$ cat src/rtl/sseg_display_arbiter_if.sv
// Display-sharing bus between the two requesters and the seven-segment arbiter.
// The master side drives requests and data; the slave side (arbiter) drives grants and display pins.
interface sseg_display_arbiter_if;
  logic        req0;
  logic [15:0] data0;
  logic        gnt0;
  logic        req1;
  logic [15:0] data1;
  logic        gnt1;
  logic [6:0]  sseg;
  logic [3:0]  an;
  logic        dp;
  logic        owner;
  logic        busy;

  modport master (
    output req0, data0, req1, data1,
    input  gnt0, gnt1, sseg, an, dp, owner, busy
  );

  modport slave (
    input  req0, data0, req1, data1,
    output gnt0, gnt1, sseg, an, dp, owner, busy
  );
endinterface

$ cat src/rtl/sseg_display_arbiter.sv
// Round-robin owner of the 4-digit seven-segment display: grants, holds for HOLD_FRAMES scan frames, drives the scan.
// Optional SSEG_OWNER_DP_EN: leftmost decimal point marks channel 1 ownership.
module sseg_display_arbiter #(
  parameter int SCAN_W      = 18,
  parameter int HOLD_FRAMES = 4
) (
  input logic                   clk,
  input logic                   rst,
  sseg_display_arbiter_if.slave bus
);
  localparam int HOLD_EFF = (HOLD_FRAMES < 1) ? 1 : HOLD_FRAMES;
  localparam int HOLD_W   = $clog2(HOLD_EFF + 1);

  localparam logic [1:0] IDLE = 2'd0;
  localparam logic [1:0] HOLD = 2'd1;
  localparam logic [1:0] OPEN = 2'd2;

  logic [1:0]        state_q, state_d;
  logic [SCAN_W-1:0] scan_q,  scan_d;
  logic [HOLD_W-1:0] hold_q,  hold_d;
  logic [15:0]       data_q,  data_d;
  logic              owner_q, owner_d;
  logic              last_q,  last_d;
  logic              gnt0_q,  gnt0_d;
  logic              gnt1_q,  gnt1_d;
  logic [3:0]        an_q,    an_d;
  logic [6:0]        sseg_q,  sseg_d;
  logic              dp_q,    dp_d;

  logic       wrap;
  logic       expire;
  logic       arb_en;
  logic       pick0;
  logic       pick1;
  logic [1:0] idx;
  logic [3:0] nib;

  function automatic logic [6:0] decode(input logic [3:0] n);
    logic [6:0] s;
    case (n)
      4'h0: s = 7'b1000000;
      4'h1: s = 7'b1111001;
      4'h2: s = 7'b0100100;
      4'h3: s = 7'b0110000;
      4'h4: s = 7'b0011001;
      4'h5: s = 7'b0010010;
      4'h6: s = 7'b0000010;
      4'h7: s = 7'b1111000;
      4'h8: s = 7'b0000000;
      4'h9: s = 7'b0010000;
      4'hA: s = 7'b0001000;
      4'hB: s = 7'b0000011;
      4'hC: s = 7'b1000110;
      4'hD: s = 7'b0100001;
      4'hE: s = 7'b0000110;
      default: s = 7'b0001110;
    endcase
    return s;
  endfunction

  // The edge that ends a hold also arbitrates, so a waiting requester is granted exactly one hold period later.
  assign wrap   = &scan_q;
  assign expire = (state_q == HOLD) && wrap && (hold_q == HOLD_W'(1));
  assign arb_en = (state_q != HOLD) || expire;
  assign pick0  = arb_en && bus.req0 && (!bus.req1 || last_q);
  assign pick1  = arb_en && bus.req1 && (!bus.req0 || !last_q);

  assign idx = scan_q[SCAN_W-1 -: 2];
  assign nib = data_q[{idx, 2'b00} +: 4];

  always_comb begin
    state_d = state_q;
    scan_d  = scan_q + SCAN_W'(1);
    hold_d  = hold_q;
    data_d  = data_q;
    owner_d = owner_q;
    last_d  = last_q;
    gnt0_d  = 1'b0;
    gnt1_d  = 1'b0;

    if (pick0 || pick1) begin
      gnt0_d  = pick0;
      gnt1_d  = pick1;
      data_d  = pick1 ? bus.data1 : bus.data0;
      owner_d = pick1;
      last_d  = pick1;
      scan_d  = '0;
      hold_d  = HOLD_W'(HOLD_EFF);
      state_d = HOLD;
    end else if ((state_q == HOLD) && wrap) begin
      hold_d = hold_q - HOLD_W'(1);
      if (hold_q == HOLD_W'(1)) begin
        state_d = OPEN;
      end
    end

    if (state_q == IDLE) begin
      an_d   = 4'b1111;
      sseg_d = 7'b1111111;
    end else begin
      an_d   = ~(4'b0001 << idx);
      sseg_d = decode(nib);
    end

`ifdef SSEG_OWNER_DP_EN
    dp_d = !((state_q != IDLE) && (idx == 2'd3) && owner_q);
`else
    dp_d = 1'b1;
`endif
  end

  always_ff @(posedge clk) begin
    if (!rst) begin
      state_q <= IDLE;
      scan_q  <= '0;
      hold_q  <= '0;
      data_q  <= '0;
      owner_q <= 1'b0;
      last_q  <= 1'b1;
      gnt0_q  <= 1'b0;
      gnt1_q  <= 1'b0;
      an_q    <= 4'b1111;
      sseg_q  <= 7'b1111111;
      dp_q    <= 1'b1;
    end else begin
      state_q <= state_d;
      scan_q  <= scan_d;
      hold_q  <= hold_d;
      data_q  <= data_d;
      owner_q <= owner_d;
      last_q  <= last_d;
      gnt0_q  <= gnt0_d;
      gnt1_q  <= gnt1_d;
      an_q    <= an_d;
      sseg_q  <= sseg_d;
      dp_q    <= dp_d;
    end
  end

  assign bus.gnt0  = gnt0_q;
  assign bus.gnt1  = gnt1_q;
  assign bus.an    = an_q;
  assign bus.sseg  = sseg_q;
  assign bus.dp    = dp_q;
  assign bus.owner = owner_q;
  assign bus.busy  = (state_q == HOLD);
endmodule

$ cat src/flat_wrapper.sv
// flat-port wrapper written by rule: the top's interface ports become plain ports
module sseg_display_arbiter_flat 
#(
  parameter int SCAN_W      = 18,
  parameter int HOLD_FRAMES = 4
)
  (clk, rst, bus_req0, bus_data0, bus_req1, bus_data1, bus_gnt0, bus_gnt1, bus_sseg, bus_an, bus_dp, bus_owner, bus_busy);
  sseg_display_arbiter_if bus_i ();
  input logic clk;
  input logic rst;
  input wire logic [$bits(bus_i.req0)-1:0] bus_req0;
  input wire logic [$bits(bus_i.data0)-1:0] bus_data0;
  input wire logic [$bits(bus_i.req1)-1:0] bus_req1;
  input wire logic [$bits(bus_i.data1)-1:0] bus_data1;
  output wire logic [$bits(bus_i.gnt0)-1:0] bus_gnt0;
  output wire logic [$bits(bus_i.gnt1)-1:0] bus_gnt1;
  output wire logic [$bits(bus_i.sseg)-1:0] bus_sseg;
  output wire logic [$bits(bus_i.an)-1:0] bus_an;
  output wire logic [$bits(bus_i.dp)-1:0] bus_dp;
  output wire logic [$bits(bus_i.owner)-1:0] bus_owner;
  output wire logic [$bits(bus_i.busy)-1:0] bus_busy;
  assign bus_i.req0 = bus_req0;
  assign bus_i.data0 = bus_data0;
  assign bus_i.req1 = bus_req1;
  assign bus_i.data1 = bus_data1;
  assign bus_gnt0 = bus_i.gnt0;
  assign bus_gnt1 = bus_i.gnt1;
  assign bus_sseg = bus_i.sseg;
  assign bus_an = bus_i.an;
  assign bus_dp = bus_i.dp;
  assign bus_owner = bus_i.owner;
  assign bus_busy = bus_i.busy;
  sseg_display_arbiter #(.SCAN_W(SCAN_W), .HOLD_FRAMES(HOLD_FRAMES)) u_core (.clk(clk), .rst(rst), .bus(bus_i));
endmodule
$ cat config.mk
export PLATFORM = sky130hd
export DESIGN_NAME = sseg_display_arbiter_flat
export DESIGN_NICKNAME = d
export VERILOG_FILES = /design/src/rtl/sseg_display_arbiter_if.sv /design/src/rtl/sseg_display_arbiter.sv /design/src/flat_wrapper.sv
export SDC_FILE = /design/constraint.sdc
export NUM_CORES = 1
export LEC_CHECK = 0
export BUFFER_PORTS_ARGS = -buffer_cell sky130_fd_sc_hd__buf_2
export CAP_MARGIN = 10
export CORE_UTILIZATION = 59
export CTS_CLUSTER_SIZE = 25
export DETAILED_ROUTE_END_ITERATION = 8
export PLACE_DENSITY = 0.93
export SETUP_SLACK_MARGIN = 0.5
export SKIP_CTS_REPAIR_TIMING = 1
export SYNTH_ARGS = -nofsm -noshare
export SYNTH_HDL_FRONTEND = slang
export SYNTH_SLANG_ARGS = --single-unit
$ cat constraint.sdc
create_clock -name clk -period 2.75 [get_ports clk]
set_input_delay 0 -clock clk [delete_from_list [all_inputs] [get_ports clk]]
set_output_delay 0 -clock clk [all_outputs]
set_load 0.05 [all_outputs]
Word level (Yosys, flattened, before mapping)
Memory sizes are Yosys's and may differ from the RTL's. A register that Yosys moved wholly into a read port is not among the register bits. Cells that the tools add are included.

Bits in registers: 47. Bits in latches: 0. Memory bits (writable): 0. Bits in read-only memories: 112. Input bits: 36. Output and inout port bits: 16. Logic and storage cells: 49. Memories kept: 1.

Add/sub/neg operators: 2. Multipliers: 0. Div/mod/pow operators: 0. $lt $le $gt $ge: 0. Eq/ne operators: 3. Shift operators: 2. Mux-type cells: 6. Bitwise logic cells: 2. Reduce and logical (&&, ||, !) cells: 22.

Memories: (name not given) (words 16, bits a word 7, rd ports 1, clocked after Yosys merged registers in 1, write ports 0, RTL line sseg_display_arbiter.sv:40) `case (n)`.

Operators with widths (count): adder 18 x 1 -> 18 bit, second input constant (1); AND reduction 18 bit (1); 2-to-1 mux 16 bit (1); indexed part select 16 x 5 -> 4 bit (1); logical AND 1 bit (6); 2-to-1 mux 3 bit (2); AND reduction 2 bit (3); logical OR 1 bit (4); NOT 4 bit (1); nonzero test 2 bit (2); OR reduction 2 bit (2); left shift 1 x 2 -> 4 bit, first input constant (1); equality test 3 x 1 -> 1 bit, second input constant (1); logical NOT 1 bit (3); 2-to-1 mux 1 bit (3); subtractor 3 x 1 -> 3 bit, second input constant (1); equality test 2 x 1 -> 1 bit, second input constant (1); logical NOT 2 bit (1); inequality test 2 x 1 -> 1 bit, second input constant (1); NOT 1 bit (1).

Logic depth before layout (Yosys ltp)
Word-level depth: 9. Depth in mapped cells: 8. Mapped depth without buffers: 7.

Least setup slack after synthesis
OpenSTA, ideal clock, no wires.

Path type: register to register. Start point: reg u_core.scan_q[16]. End point: reg u_core.sseg_q[3] (netlist: u_core.bus.sseg[3]). Setup time: 0.136 ns. Arrival: 1.744 ns. Data required time: 2.614 ns. Path slack: 0.870 ns. Stages on the path, launching flop included: 6. Buffers on the path: 1. Clock period less this slack: 1.880 ns. Path through: dfxtp_1 > buf_2 > mux4_2 > ha_1 > a2111oi_0 > a31oi_1.

Word-level cells in the longest chain between the ends: 1.

RTL lines: start: declaration (RTL line sseg_display_arbiter.sv:19) `logic [SCAN_W-1:0] scan_q, scan_d;`; start signal: assignment (RTL line sseg_display_arbiter.sv:127) `scan_q <= scan_d;`; indexed part select 16 x 5 -> 4 bit (RTL line sseg_display_arbiter.sv:69) `assign nib = data_q[{idx, 2'b00} +: 4];`; end: declaration (RTL line sseg_display_arbiter.sv:27) `logic [6:0] sseg_q, sseg_d;`.

Every way passes these cells. A chain may end at the register's enable or synchronous reset.

Worst setup path in the final report
Start point: reg u_core.scan_q[0]. End point: reg u_core.data_q[14].

Word-level cells in the longest chain between the ends: 7. Elaborated cells on any way between the ends: 10. Those cells by class: mux (1); reduce/logical (9).

RTL lines: AND reduction 18 bit * (RTL line sseg_display_arbiter.sv:62) `assign wrap = &scan_q;`; logical AND 1 bit * (2 in series) (RTL line sseg_display_arbiter.sv:63) `assign expire = (state_q == HOLD) && wrap && (hold_q == HOLD_W'(1));`; logical OR 1 bit * (RTL line sseg_display_arbiter.sv:64) `assign arb_en = (state_q != HOLD) || expire;`; logical AND 1 bit, on equally long branches (2 in series) (RTL line sseg_display_arbiter.sv:66, sseg_display_arbiter.sv:65); 2-to-1 mux 16 bit or logical OR 1 bit (tied branches) (RTL line sseg_display_arbiter.sv:84, sseg_display_arbiter.sv:81); end signal: assignment (RTL line sseg_display_arbiter.sv:129) `data_q <= data_d;`; end: declaration (RTL line sseg_display_arbiter.sv:21) `logic [15:0] data_q, data_d;`.

Every way passes the cells marked *; elsewhere a longest branch is shown, timed or not.

==> flow_summary.yaml <==
clock_tree:
  htree_levels: 2
  root_buffer: "clkbuf_8"
  cts_tree: "built"
  numCtsBuffers: 5
  path_clk_slew_ns: 0.10
  clk-insertion-delay-late_ns: 0.31
  clockBufferDepth: 2
  cts.sinks: 54
finish:
  area_growth_pct: 13.31
  n_antenna_cell: 0
  final_nets: 367
  drive_above_1_share_pct: 27.24
critical_path:
  crit_path_cell_trace: "ha_1 -> and4_1 -> nand4_4 -> o31a_4 -> o32ai_2"
  path_buf_inv: 0
  cpLargestDelayFamily: "compound AO/OA/AOI/OAI gates"
  slowest_delay_ns: 0.55
  crit_path_end_kind: "register"
  rrSetupSlack_ns: 0.64
  cp_slowest_cell: "o31a_4"
  cp.arrival_ns: 2.33
  worst-path-max-fanout: 20
  cp.required_ns: 2.97
  criticalPathCategory: "reg -> reg"
  start_kind: "register"
synthesis:
  synth_area_leader_cell: "dfxtp_1"
  ys_types: 46
  synth_top_area_share_pct: 39.38
  synth_nets: 325
  synth.avg_cell_area_um2: 9.804
  synth-edff-count: 0
  ys_warn_count: 0
  ys_seq_area_share_pct: 39.38
  ys_seq_elements: 54
  netlist_instances: 280
  netlist_area_um2: 2745
  async_reset_ff_share_pct: 0
  synthTopCellsByArea: "dfxtp_1, o32ai_2, mux2i_1"
  synth_ff_type: "dfxtp_1"
pwr:
  pwr-share-seq_pct: 50.9
  pwr-share-comb_pct: 16.9
  switching_share_pct: 27.35
  p_int_mw: 1.195
  power_density_nw_per_um2: 529.0
  ir_drop_mv: 0.3640
  leakage_nw: 1.154
  power_switching_mw: 0.4500
  clkPwrFrac_pct: 32.1
route:
  routed_via_density: 5.933
  drc: 0
  drtPass1Iterations: 4
  drt_wl_total_mm: 5.817
  vias: 2225
  drtAntennaViolNets: 0
  wl_per_cell_um: 15.51
  drt_iter0_markers: 139
sta:
  relSlewSlack_pct: 26.80
  tightestPinTransition_ns: 1.098
  fin_skew_ns: 0.005558
  rsz0062_at_grt: "no"
  hold_violations: 0
  drv_slew: 0
  hold_slack_ns: 0.02757
  setup_violations: 0
  fin_crit_sh_pct: 76.86
  final.setup.tns_ns: 0
  worst_slack_ns: 0.6364
  fmax_ghz: 0.4731
  fin_crit_ns: 2.114
placement:
  dpl_worst_slack_ns: 0.4173
  place_congestion: 0.8614
  hpwl_mm: 4.165
  port_buffers: 50
floorplan:
  core-area_um2: 4414
  die_x_um: 70.21
  die-area_um2: 4929
  num_rows: 24
  die_h_um: 70.21
  start_util_pct: 62.19
  ioPinCount: 52
hold_path:
  min_path_type: "in -> reg"
global_routing:
  grt-busiest-layer: "met2"
  antenna_found_initial: 0
  grt_max_degree: 38
  grt_pass1_wl_mm: 9.563
  overflow: 0
  grtUsageMet1_pct: 28.11
  met2_usage_pct: 43.91
  grt_pass1_vias: 2098
  use_met3_pct: 4.762
  grtUsageTotal_pct: 24.62
status:
  outcome: "complete, no violations"
run:
  max_cap_viol_count: 0
==> cell usage in the layout (no fill, tap or decap), types with 7 or more instances in the layout <==
cell type | synthesis | routed
dfxtp_1 | 54 | 53
buf_2 | 8 | 50
nor2_1 | 28 | 28
inv_1 | 27 | 27
mux2i_1 | 17 | 17
o32ai_2 | 16 | 16
nand2_1 | 12 | 12
nand3_1 | 11 | 11
a21oi_1 | 9 | 9
ha_1 | 9 | 9
o21ai_0 | 8 | 8
xnor2_1 | 7 | 7
==> cell type report <==
cell class              instances  area (µm²)
fillers                       312        1304
flip-flops and latches         54        1082
inverters                      27       101.3
clock buffers                   6       72.57
well taps                      52       65.06
multi-input cells             181        1473
repair buffers                 53       279.0
clock inverters                 2       37.54
==> power groups by stage <==
stage | Clock (mW) | Combinational, mW | Sequential [mW]
after floorplan | 0 | 0.172 | 0.890
after global placement | 0 | 0.262 | 0.854
after detailed placement | 0 | 0.274 | 0.855
after CTS | 0.538 | 0.275 | 0.837
after global routing | 0.563 | 0.298 | 0.842
final | 0.528 | 0.279 | 0.838
==> routing by layer <==
layer / up-vias / wire length [µm]
met5: - / 0
met4: 0 / 183
met3: 17 / 259
met2: 74 / 3026
met1: 1057 / 2347
li1: 1077 / -
==> sequential cells by signal, indices dropped and copies added (netlist names) <==
name,cells
u_core.bus.sseg,7
u_core.bus.an,4
u_core.scan_q,18
u_core.last_q,1
u_core.hold_q,3
u_core.state_q,2
u_core.bus.gnt1,1
u_core.data_q,16
u_core.bus.gnt0,1
u_core.bus.owner,1
==> path summary, 6_finish.rpt <==
check                                    from                        endpoint  cells after the start
setup / recovery  u_core.scan_q[0]$_SDFF_PP0_  u_core.data_q[14]$_SDFFE_PN0P_                      5
hold / removal                            rst      u_core.bus.gnt1$_SDFF_PN0_                      3
setup reg to reg  u_core.scan_q[0]$_SDFF_PP0_  u_core.data_q[14]$_SDFFE_PN0P_                      5
hold reg to reg   u_core.scan_q[0]$_SDFF_PP0_     u_core.scan_q[0]$_SDFF_PP0_                      1
==> tightest hold or removal path, cell delays in order <==
cell     delay, ns
buf_2         0.16
nand2_1       0.10
nor2_1        0.04
==> stage by stage <==
stage	utilization [%]	instances	cell area, µm²	power [mW]
after floorplan	-	280	2745	1.062
after global placement	67.38	366	2974	1.116
after detailed placement	67.38	366	2974	1.129
after CTS	69.87	374	3084	1.650
after global routing	70.46	375	3110	1.702
final	70.46	375	3110	1.645
==> logic make-up after synthesis <==
group                    Yosys count  share of synthesized area (%)
AO/OA/AOI/OAI                     55                          19.51
buffers and inverters             45                          7.657
other                              1                         0.1366
multiplexers                      21                          9.480
adder cells (fa/ha/maj)            9                          4.102
XOR/XNOR                          13                          4.148
flip-flops                        54                          39.38
AND/OR/NAND/NOR                   82                          15.59
==> synth_stat cells, types with 2 or more instances <==
master	instances
o221ai_1	4
nand4_1	5
mux4_2	4
o32ai_2	16
nand2_1	12
buf_4	4
buf_6	2
a21boi_0	2
nand3_1	11
nand2b_1	2
o211ai_1	3
a21oi_1	9
nor4_1	2
buf_2	8
xor2_1	6
o21ai_0	8
nor2_1	28
and4_1	5
clkbuf_1	3
xnor2_1	7
nor2b_1	4
mux2i_1	17
inv_1	27
dfxtp_1	54
ha_1	9
or3_1	6
a31oi_1	3
Note: power is estimated with default switching activity, not from simulation.
